===== config.mk =====
export PLATFORM = sky130hd
export DESIGN_NAME = rs_fifo_reg
export DESIGN_NICKNAME = d
export VERILOG_FILES = /design/src/rtl/rs_fifo_reg_pkg.sv /design/src/rtl/rs_fifo_reg.sv
export SDC_FILE = /design/constraint.sdc
export NUM_CORES = 1
export LEC_CHECK = 0
export CORE_ASPECT_RATIO = 1.2
export CORE_MARGIN = 2
export CORE_UTILIZATION = 35
export DETAILED_ROUTE_END_ITERATION = 10
export HOLD_SLACK_MARGIN = 0.15
export MAX_ROUTING_LAYER = met4
export PLACE_DENSITY = 0.66
export SLEW_MARGIN = 20
export SYNTH_ARGS = -nofsm -noshare
export SYNTH_HDL_FRONTEND = slang
export SYNTH_SLANG_ARGS = --single-unit

===== constraint.sdc =====
create_clock -name clk -period 1.7 [get_ports clk]
set_input_delay 0.425 -clock clk [delete_from_list [all_inputs] [get_ports clk]]
set_output_delay 0.425 -clock clk [all_outputs]
set_load 0.005 [all_outputs]

===== src/rtl/rs_fifo_reg_pkg.sv =====
// Shared defaults for the rs_fifo_reg register slice.
//   RS_DEFAULT_WIDTH  : default payload width in bits
//   RS_DEFAULT_ENABLE : default slice mode (1 = registered skid buffer)
package rs_fifo_reg_pkg;

  localparam int unsigned RS_DEFAULT_WIDTH  = 32;
  localparam int unsigned RS_DEFAULT_ENABLE = 1;

endpackage : rs_fifo_reg_pkg


===== src/rtl/rs_fifo_reg.sv =====
// Valid/ready register slice. ENABLE_REG=1 builds a 2-entry skid buffer
// whose handshake outputs come straight from flops; ENABLE_REG=0 is a wire.
// Ports:
//   clk        : clock, all state updates on the rising edge
//   reset      : synchronous, active-high reset
//   if_write   : upstream offers if_din
//   if_din     : upstream data
//   if_full_n  : slice can accept a word (upstream ready)
//   if_empty_n : slice holds a valid word (downstream valid)
//   if_read    : downstream accepts if_dout
//   if_dout    : downstream data (output register)
module rs_fifo_reg
  import rs_fifo_reg_pkg::*;
#(
  parameter int unsigned DATA_WIDTH = RS_DEFAULT_WIDTH,
  parameter int unsigned ENABLE_REG = RS_DEFAULT_ENABLE,
  parameter string       __REGION   = ""
) (
  input  logic                  clk,
  input  logic                  reset,
  input  logic                  if_write,
  input  logic [DATA_WIDTH-1:0] if_din,
  output logic                  if_full_n,
  output logic                  if_empty_n,
  input  logic                  if_read,
  output logic [DATA_WIDTH-1:0] if_dout
);

  // Floorplan tag only; carries no logic.
  if (__REGION != "") begin : g_region_tag
  end

  if (ENABLE_REG != 0) begin : g_reg

    typedef enum logic [1:0] {
      EMPTY = 2'd0,
      ONE   = 2'd1,
      TWO   = 2'd2
    } state_t;

    state_t                state;
    logic [DATA_WIDTH-1:0] out_q;
    logic [DATA_WIDTH-1:0] skid_q;
    logic                  full_n_q;
    logic                  empty_n_q;
    logic                  wr_fire;
    logic                  rd_fire;

    // Handshakes qualify on the registered flags, never on each other.
    assign wr_fire = if_write & full_n_q;
    assign rd_fire = if_read  & empty_n_q;

    // State, data and flag registers; flags are updated alongside the state.
    always_ff @(posedge clk) begin
      if (reset) begin
        state     <= EMPTY;
        out_q     <= '0;
        skid_q    <= '0;
        full_n_q  <= 1'b1;
        empty_n_q <= 1'b0;
      end else begin
        case (state)
          EMPTY: begin
            if (wr_fire) begin
              out_q     <= if_din;
              state     <= ONE;
              empty_n_q <= 1'b1;
            end
          end
          ONE: begin
            if (wr_fire && rd_fire) begin
              out_q <= if_din;
            end else if (wr_fire) begin
              // Downstream stalled: park the new word behind OUT.
              skid_q   <= if_din;
              state    <= TWO;
              full_n_q <= 1'b0;
            end else if (rd_fire) begin
              state     <= EMPTY;
              empty_n_q <= 1'b0;
            end
          end
          TWO: begin
            // Writes are blocked here since full_n is low.
            if (rd_fire) begin
              out_q    <= skid_q;
              state    <= ONE;
              full_n_q <= 1'b1;
            end
          end
          default: begin
            state     <= EMPTY;
            full_n_q  <= 1'b1;
            empty_n_q <= 1'b0;
          end
        endcase
      end
    end

    assign if_full_n  = full_n_q;
    assign if_empty_n = empty_n_q;
    assign if_dout    = out_q;

  end else begin : g_comb

    // Pure pass-through; clock and reset are intentionally unused.
    logic unused_ok;
    assign unused_ok = &{1'b0, clk, reset};

    assign if_full_n  = if_read;
    assign if_empty_n = if_write;
    assign if_dout    = if_din;

  end

endmodule : rs_fifo_reg


-- Word-level counts from Yosys, hierarchy flattened
Index checks and enable logic that the tools add are counted.
W data, S select, Z words.
- add/subtract/negate cells: 0
- multipliers: 0
- divide/modulo/power cells: 0
- order comparisons: 0
- equality and inequality tests: 10
- shift-type cells: 0
- mux-type cells: 19
- bitwise operators: 5
- reduce and logical (&&, ||, !) cells: 8
- operators by type and width (cell ; number):
    $mux W32 ; 3
    $pmux W32 S3 ; 1
    $ne A2 B2 Y1 const B ; 7
    $reduce_and A4 Y1 ; 3
    $mux W2 ; 5
    $mux W1 ; 7
    $pmux W1 S3 ; 2
    $pmux W2 S3 ; 1
    $reduce_and A5 Y1 ; 1
    $ne A3 B3 Y1 const B ; 1
    $not A1 Y1 ; 3
    $reduce_and A3 Y1 ; 1
    $reduce_bool A3 Y1 ; 1
    $and A1 B1 Y1 ; 2
    $eq A2 B1 Y1 const B ; 1
    $eq A2 B2 Y1 const B ; 1
    $logic_not A2 Y1 ; 1
    $logic_and A1 B1 Y1 ; 1
- register bits after elaboration: 68
- bits in latches: 0
- RAM bits: 0
- memory bits (read-only): 0
- bits of input ports: 36
- output and inout port bits: 34
- logic and storage cells: 47
- memories: 0

-- Logic depth before layout (Yosys ltp)
Gate-level depths: netlist of run 1.
- depth in word-level cells: 5
- depth in mapped cells: 7
- mapped depth without buffers: 4

-- Worst setup path after synthesis of run 1
OpenSTA, ideal clock, no wires.
- path kind: flip-flop to flip-flop
- start point: reg g_reg.state[0]
- end point: reg g_reg.out_q[0] (netlist: if_dout[0])
- arrival: 1.375 ns
- path slack: 0.244 ns
- cell stages (with the launch flop): 8
- clock period less this slack: 1.456 ns
- cells stage by stage: dfxtp_1 nand2b_1 buf_6 o22ai_2 or2_1 buf_6 buf_6 a211oi_2
- cells in the longest elaborated chain, start to end: 3
- RTL lines (what ; line ; source):
    start, declared ; rs_fifo_reg.sv:41 ; state_t state;
    start signal, assigned ; rs_fifo_reg.sv:56 ; state <= EMPTY;
    start signal, assigned ; rs_fifo_reg.sv:66 ; state <= ONE;
    start signal, assigned ; rs_fifo_reg.sv:76 ; state <= TWO;
    $eq A2 B1 Y1, or another cell as far along ; rs_fifo_reg.sv:62 ; case (state)
    $ne A2 B2 Y1 (no source line) / $reduce_bool A3 Y1 (equally long branches) ; n/a ;
    $reduce_and A4 Y1 (no source line) ; n/a ;
    end signal, assigned ; rs_fifo_reg.sv:65 ; out_q <= if_din;
    end signal, assigned ; rs_fifo_reg.sv:72 ; out_q <= if_din;
    end signal, assigned ; rs_fifo_reg.sv:86 ; out_q <= skid_q;
    end, declared ; rs_fifo_reg.sv:42 ; logic [DATA_WIDTH-1:0] out_q;
Several ways; a longest one is shown, not always the timed one.
A chain may end at the register's enable or synchronous reset.

-- Final worst setup path of run 1
- start point: in if_read
- end point: reg g_reg.out_q[14] (netlist: if_dout[14])
- cells in the longest elaborated chain, start to end: 4
- RTL lines (what ; line ; source):
    start, declared ; rs_fifo_reg.sv:25 ; input logic if_read,
    $and A1 B1 Y1 * ; rs_fifo_reg.sv:51 ; assign rd_fire = if_read & empty_n_q;
    $logic_and A1 B1 Y1 ; rs_fifo_reg.sv:71 ; if (wr_fire && rd_fire) begin
    $ne A2 B2 Y1 (no source line) ; n/a ;
    $reduce_and A4 Y1 (no source line) * ; n/a ;
Every way passes the cells marked *; elsewhere a longest branch is shown, timed or not.

==> impl_metrics.json, run 1 <==
{
  "r2r-end": "if_dout[14]",
  "io_pins": 70,
  "grt_use_total_pct": 16.9,
  "cp.required_ns": 1.96,
  "start_kind": "input port",
  "route.detailed.drc": 0,
  "grt.overflow.total": 0,
  "core_area_sq_um": 8150,
  "synth_area_sq_um": 2940,
  "diodes": 0,
  "worst_slew_pin_slew_ns": 0.469,
  "grtUsageMet1_pct": 20.5,
  "finalSetupViolCount": 0,
  "fp.dieArea_sq_um": 9160,
  "cp_max_fo": 20,
  "clkSlewWorstSetupHoldPaths_ns": 0.07,
  "slew_headroom_pct": 68.8,
  "layout-drive-gt1-share_pct": 18.8,
  "wl_per_cell_microns": 14.2,
  "place_area_sq_um": 3830,
  "avgSynthCellArea_sq_um": 9.40,
  "drtAntennaViolNets": 0,
  "cp_top_family": "buffers and inverters",
  "path_buf_inv": 2,
  "r2r_setup_slack_ns": 0.12,
  "cts_sinks": 68,
  "power_leakage_uw": 0.00161,
  "fmax_mhz": 608,
  "arrival_ns": 1.91,
  "min_period_ns": 1.64,
  "grt_busiest_layer": "met2",
  "fin_skew_ns": 0.00753,
  "root_buffer": "clkbuf_8",
  "place_worst_setup_slack_ns": -0.309,
  "area_growth_pct": 37.9,
  "syn_inst": 313,
  "cts_hold_buf": 0,
  "hp-start": "g_reg.skid_q[19]",
  "io_buffer_count": 69,
  "critPathLaunch": "if_read",
  "wl_mm": 7.16,
  "cpPeakStageDelay_ns": 0.47,
  "numCtsBuffers": 9,
  "synth_sequential_area_ratio_pct": 46.3,
  "crit_chain": "clkdlybuf4s50_1 -> nand4_1 -> nor2_4 -> or2_2 -> buf_12 -> a211oi_2",
  "p_per_area_nw_per_um2": 1030,
  "power_uw": 4200,
  "end_kind": "flip-flop",
  "num_rows": 36,
  "layout.nets": 420,
  "peakVddDrop_v": 0.000386,
  "drt_iter0_drc": 70,
  "layout_commonest_cell": "clkdlybuf4s50_1",
  "rsz0062_at_grt": "false",
  "die-height_microns": 104,
  "hold_viol": 0,
  "cts_buffer_depth": 2,
  "dr.pass1.iters": 4,
  "grt_max_degree": 36,
  "final_cell_mix": "clkdlybuf4s50_1, nand2_1, dfxtp_1",
  "syn-num-nets": 349,
  "clock_latency_ns": 0.35,
  "dpl.hpwl_mm": 4.69,
  "ys_warn_count": 0,
  "fillers": 760,
  "cts_tree": "yes",
  "hold_class": "reg -> reg",
  "setup_ws_ns": 0.0553,
  "grt_use_met3_pct": 4.84,
  "outcome": "completed",
  "critical-path-slowest-cell": "clkdlybuf4s50_1",
  "grt_util_met2_pct": 26.7,
  "gp_congestion": 0.766,
  "grt_first_pass_wirelength_mm": 11.9,
  "viasPerCell": 4.97,
  "initial_utilization_pct": 36.1,
  "worstHoldPathCells": 2,
  "path_class": "in -> reg",
  "yosysUniqueCellTypes": 25,
  "hold_end": "g_reg.skid_q[19]",
  "dr_total_vias": 2500,
  "antenna_found_initial": 0,
  "period_share_pct": 96.7,
  "finalMaxSlewViolations": 0,
  "design_area_sq_um": 4060,
  "synth_seq_cells": 68,
  "drv_cap": 0,
  "cts-htree-levels": 3,
  "dieWidth_microns": 87.7,
  "r2r-start": "g_reg.state[0]",
  "ff2ff_path_depth": 5,
  "grt_pass1_vias": 2457
}
sequential cells by signal (all words and copies together), names as in the netlist:
signal and flops:
if_full_n 1, g_reg.skid_q 32, if_empty_n 1, if_dout 32, g_reg.state 2
worst register-to-register path: stages (launching register included):
cell	delay [ns]
dfxtp_1	0.42
nand2b_2	0.21
o22ai_2	0.11
or2_2	0.36
buf_12	0.19
a211oi_2	0.20
cell type report:
class	instances	area, sq um	share of cell area [%]
Multi-Input combinational cell	215	1430	35.3
Clock buffer	12	135	3.33
Clock inverter	4	50.0	1.23
Tap cell	114	143	3.52
Inverter	1	3.75	0.0926
Timing Repair Buffer	89	918	22.6
Sequential cell	68	1370	33.8
where the power goes:
| part | internal [uW] | leakage, uW | switching (uW) | total, uW |
|---|---|---|---|---|
| clock | 677 | 0.0000866 | 602 | 1280 |
| combinational | 579 | 0.000965 | 476 | 1050 |
| sequential | 1760 | 0.000559 | 105 | 1860 |
what timing repair did:
action	in CTS	in global routing
resized for setup	2	8
setup buffers	0	2
gates cloned	0	0
pin swaps	0	0
endpoints found under the setup margin	2	29
logic make-up after synthesis:
group                  share of synthesized area, %
buffers and inverters                          5.36
DFF                                            46.3
AOI/OAI and AO/OA                              21.3
and+or+nand+nor                                16.2
muxes                                          10.9
metal layers:
metal / wire (microns) / vias to the layer above
met2: 3490 / 57
li1: - / 1246
met5: 0 / -
met1: 3270 / 1187
met4: 95 / 0
met3: 304 / 10
synthesized netlist by cell type:
master,instances,share of area (%)
a211oi_2,30,13
or2_1,2,0.43
nand3_1,2,0.34
nand3b_1,1,0.26
a21o_1,2,0.51
a221oi_1,1,0.30
mux2i_1,32,11
o21ba_1,1,0.34
nand2_1,66,8.4
clkbuf_1,18,2.3
nand2b_1,1,0.21
nor2b_1,1,0.21
dfxtp_1,68,46
a211o_1,1,0.30
a211oi_1,2,0.51
buf_2,6,1.0
nand4_1,2,0.43
buf_6,5,1.9
a31oi_1,1,0.21
and4_1,1,0.30
nor2_1,1,0.13
nor3_1,32,5.4
o22ai_2,1,0.43
inv_1,1,0.13
a21oi_1,35,6.0
metrics by stage:
stage | instances | hold WS [ns] | util, % | setup TNS [ns]
after floorplan | 313 | 0.436 | - | 0
after global placement | 485 | 0.441 | 47.0 | -14.74
after detailed placement | 485 | 0.446 | 47.0 | -14.79
after CTS | 501 | 0.456 | 49.3 | 0
after global routing | 503 | 0.470 | 49.7 | 0
final | 503 | 0.455 | 49.7 | 0
worst max-delay path by stage:
stage / endpoint / slack (ns) / cells after the start
floorplan: if_dout[0] / 0.24 / 7
global placement: if_dout[9] / -0.31 / 6
detailed placement: if_dout[14] / -0.31 / 6
CTS: if_full_n / 0.001 / 1
global route: if_dout[16] / 0.002 / 1
finish: if_dout[14] / 0.06 / 6
Power figures use the tool's default switching activity.
==> run 2, diff against run 1 <==
--- a/config.mk
+++ b/config.mk
@@ -7,11 +7,12 @@
 export LEC_CHECK = 0
 export CORE_ASPECT_RATIO = 1.2
 export CORE_MARGIN = 2
-export CORE_UTILIZATION = 35
+export CORE_UTILIZATION = 49
 export DETAILED_ROUTE_END_ITERATION = 10
 export HOLD_SLACK_MARGIN = 0.15
 export MAX_ROUTING_LAYER = met4
-export PLACE_DENSITY = 0.66
+export PLACE_DENSITY = 0.85
+export SKIP_LAST_GASP = 1
 export SLEW_MARGIN = 20
 export SYNTH_ARGS = -nofsm -noshare
 export SYNTH_HDL_FRONTEND = slang
==> impl_metrics.json, run 2 (synthesis gave the netlist of run 1 again) <==
{
  "antenna_found_initial": 0,
  "grt_pass1_vias": 2414,
  "post_cts_buffers": 0,
  "cts_sinks": 68,
  "p_per_area_nw_per_um2": 1020,
  "outcome": "completed",
  "cts_buffer_depth": 2,
  "crit_chain": "clkdlybuf4s50_1",
  "num_rows": 30,
  "hp-start": "g_reg.skid_q[31]",
  "grt_max_degree": 35,
  "hold_class": "reg -> reg",
  "drt_iter0_drc": 114,
  "root_buffer": "clkbuf_8",
  "hold_viol": 0,
  "finalSetupViolCount": 0,
  "final_cells": 466,
  "dieWidth_microns": 74.7,
  "layout.nets": 417,
  "peakVddDrop_v": 0.000648,
  "power_leakage_uw": 0.00159,
  "cp_max_fo": 6,
  "slew_headroom_pct": 79.8,
  "grt_first_pass_wirelength_mm": 11.2,
  "cp_top_family": "buffers and inverters",
  "tns_ns": 0,
  "viasPerCell": 5.39,
  "ff2ff_path_depth": 5,
  "layout_commonest_cell": "clkdlybuf4s50_1",
  "numCtsBuffers": 9,
  "end_kind": "output port",
  "cp.required_ns": 1.27,
  "r2r-end": "g_reg.skid_q[25]",
  "dp.cells": 450,
  "min_period_ns": 1.66,
  "hold_end": "g_reg.skid_q[31]",
  "start_kind": "flip-flop",
  "path_buf_inv": 1,
  "io_buffer_count": 69,
  "arrival_ns": 1.24,
  "cts_hold_buf": 0,
  "fp.dieArea_sq_um": 6640,
  "layout-drive-gt1-share_pct": 17.6,
  "critical-path-slowest-cell": "clkdlybuf4s50_1",
  "worst_slew_pin_slew_ns": 0.303,
  "cts-htree-levels": 3,
  "period_share_pct": 97.7,
  "r2r-start": "g_reg.state[0]",
  "wl_mm": 6.75,
  "cts_tree": "yes",
  "die-height_microns": 88.9,
  "dr.pass1.iters": 4,
  "dr_total_vias": 2512,
  "initial_utilization_pct": 51.2,
  "grt.overflow.total": 0,
  "clock_latency_ns": 0.33,
  "r2r_setup_slack_ns": 0.17,
  "wl_per_cell_microns": 14.5,
  "path_class": "reg -> out",
  "area_growth_pct": 33.3,
  "io_pins": 70,
  "final_cell_mix": "clkdlybuf4s50_1, nand2_1, dfxtp_1",
  "route.detailed.drc": 0,
  "fmax_mhz": 602,
  "drtAntennaViolNets": 0,
  "gp_congestion": 0.779,
  "grt_use_total_pct": 22.7,
  "diodes": 0,
  "fillers": 485,
  "dpl.hpwl_mm": 4.58,
  "cpPeakStageDelay_ns": 0.52,
  "drv_cap": 0,
  "fin_skew_ns": 0.00372,
  "finalMaxSlewViolations": 0,
  "worstHoldPathCells": 2,
  "clkSlewWorstSetupHoldPaths_ns": 0.06,
  "core_area_sq_um": 5740
}
## run 2: per-layer routing
metal / share of wire [%] / up-vias / GRT usage (%)
met5: 0 / - / -
met4: 1.4 / 0 / 10.4
met3: 3.4 / 9 / 3.76
met2: 52 / 55 / 37.2
met1: 43 / 1204 / 26.9
li1: - / 1244 / -
## run 2: final cells by class
type                       instances  area, sq um  area share (%)
sequential                        68         1370            34.9
tap                               80          100            2.55
inverter                           1         3.75          0.0957
timing repair buffer              86          857            21.9
clock buffer                      14          153            3.89
clock inverter                     2         10.0           0.255
multi-input combinational        215         1430            36.5
## run 2: repair_timing
item,4_1_cts,5_1_grt
endpoints found under the hold margin,0,0
cloned,0,0
endpoints found under the setup margin,2,7
resized for setup,2,5
## run 2: worst max path at each step
stage / cells after the start / slack (ns) / end / from
2_1_floorplan: 7 / 0.24 / if_dout[0] / g_reg.state[0]
3_3_place_gp: 6 / -0.20 / if_dout[25] / if_read
3_5_place_dp: 6 / -0.26 / if_dout[26] / if_read
4_1_cts: 1 / 0.02 / if_full_n / if_full_n
5_1_grt: 1 / -0.0009 / if_empty_n / if_empty_n
6_report: 1 / 0.04 / if_empty_n / if_empty_n
## run 2: power by group
group | leakage [uW] | total [uW] | switching, uW | internal [uW]
Combinational | 0.000944 | 1020 | 465 | 558
Clock | 0.0000844 | 1120 | 549 | 567
Sequential | 0.000558 | 1860 | 102 | 1760
## run 2: metrics by stage
stage	total power, uW	hold slack (ns)	cell area, sq um	util [%]	setup slack (ns)
global route	4210	0.466	3920	68.3	-0.000927
CTS	4040	0.448	3910	68.1	0.0170
floorplan	2450	0.436	2940	-	0.244
detailed placement	2920	0.446	3740	65.2	-0.263
global placement	2890	0.441	3740	65.2	-0.204
finish	4000	0.453	3920	68.3	0.0398
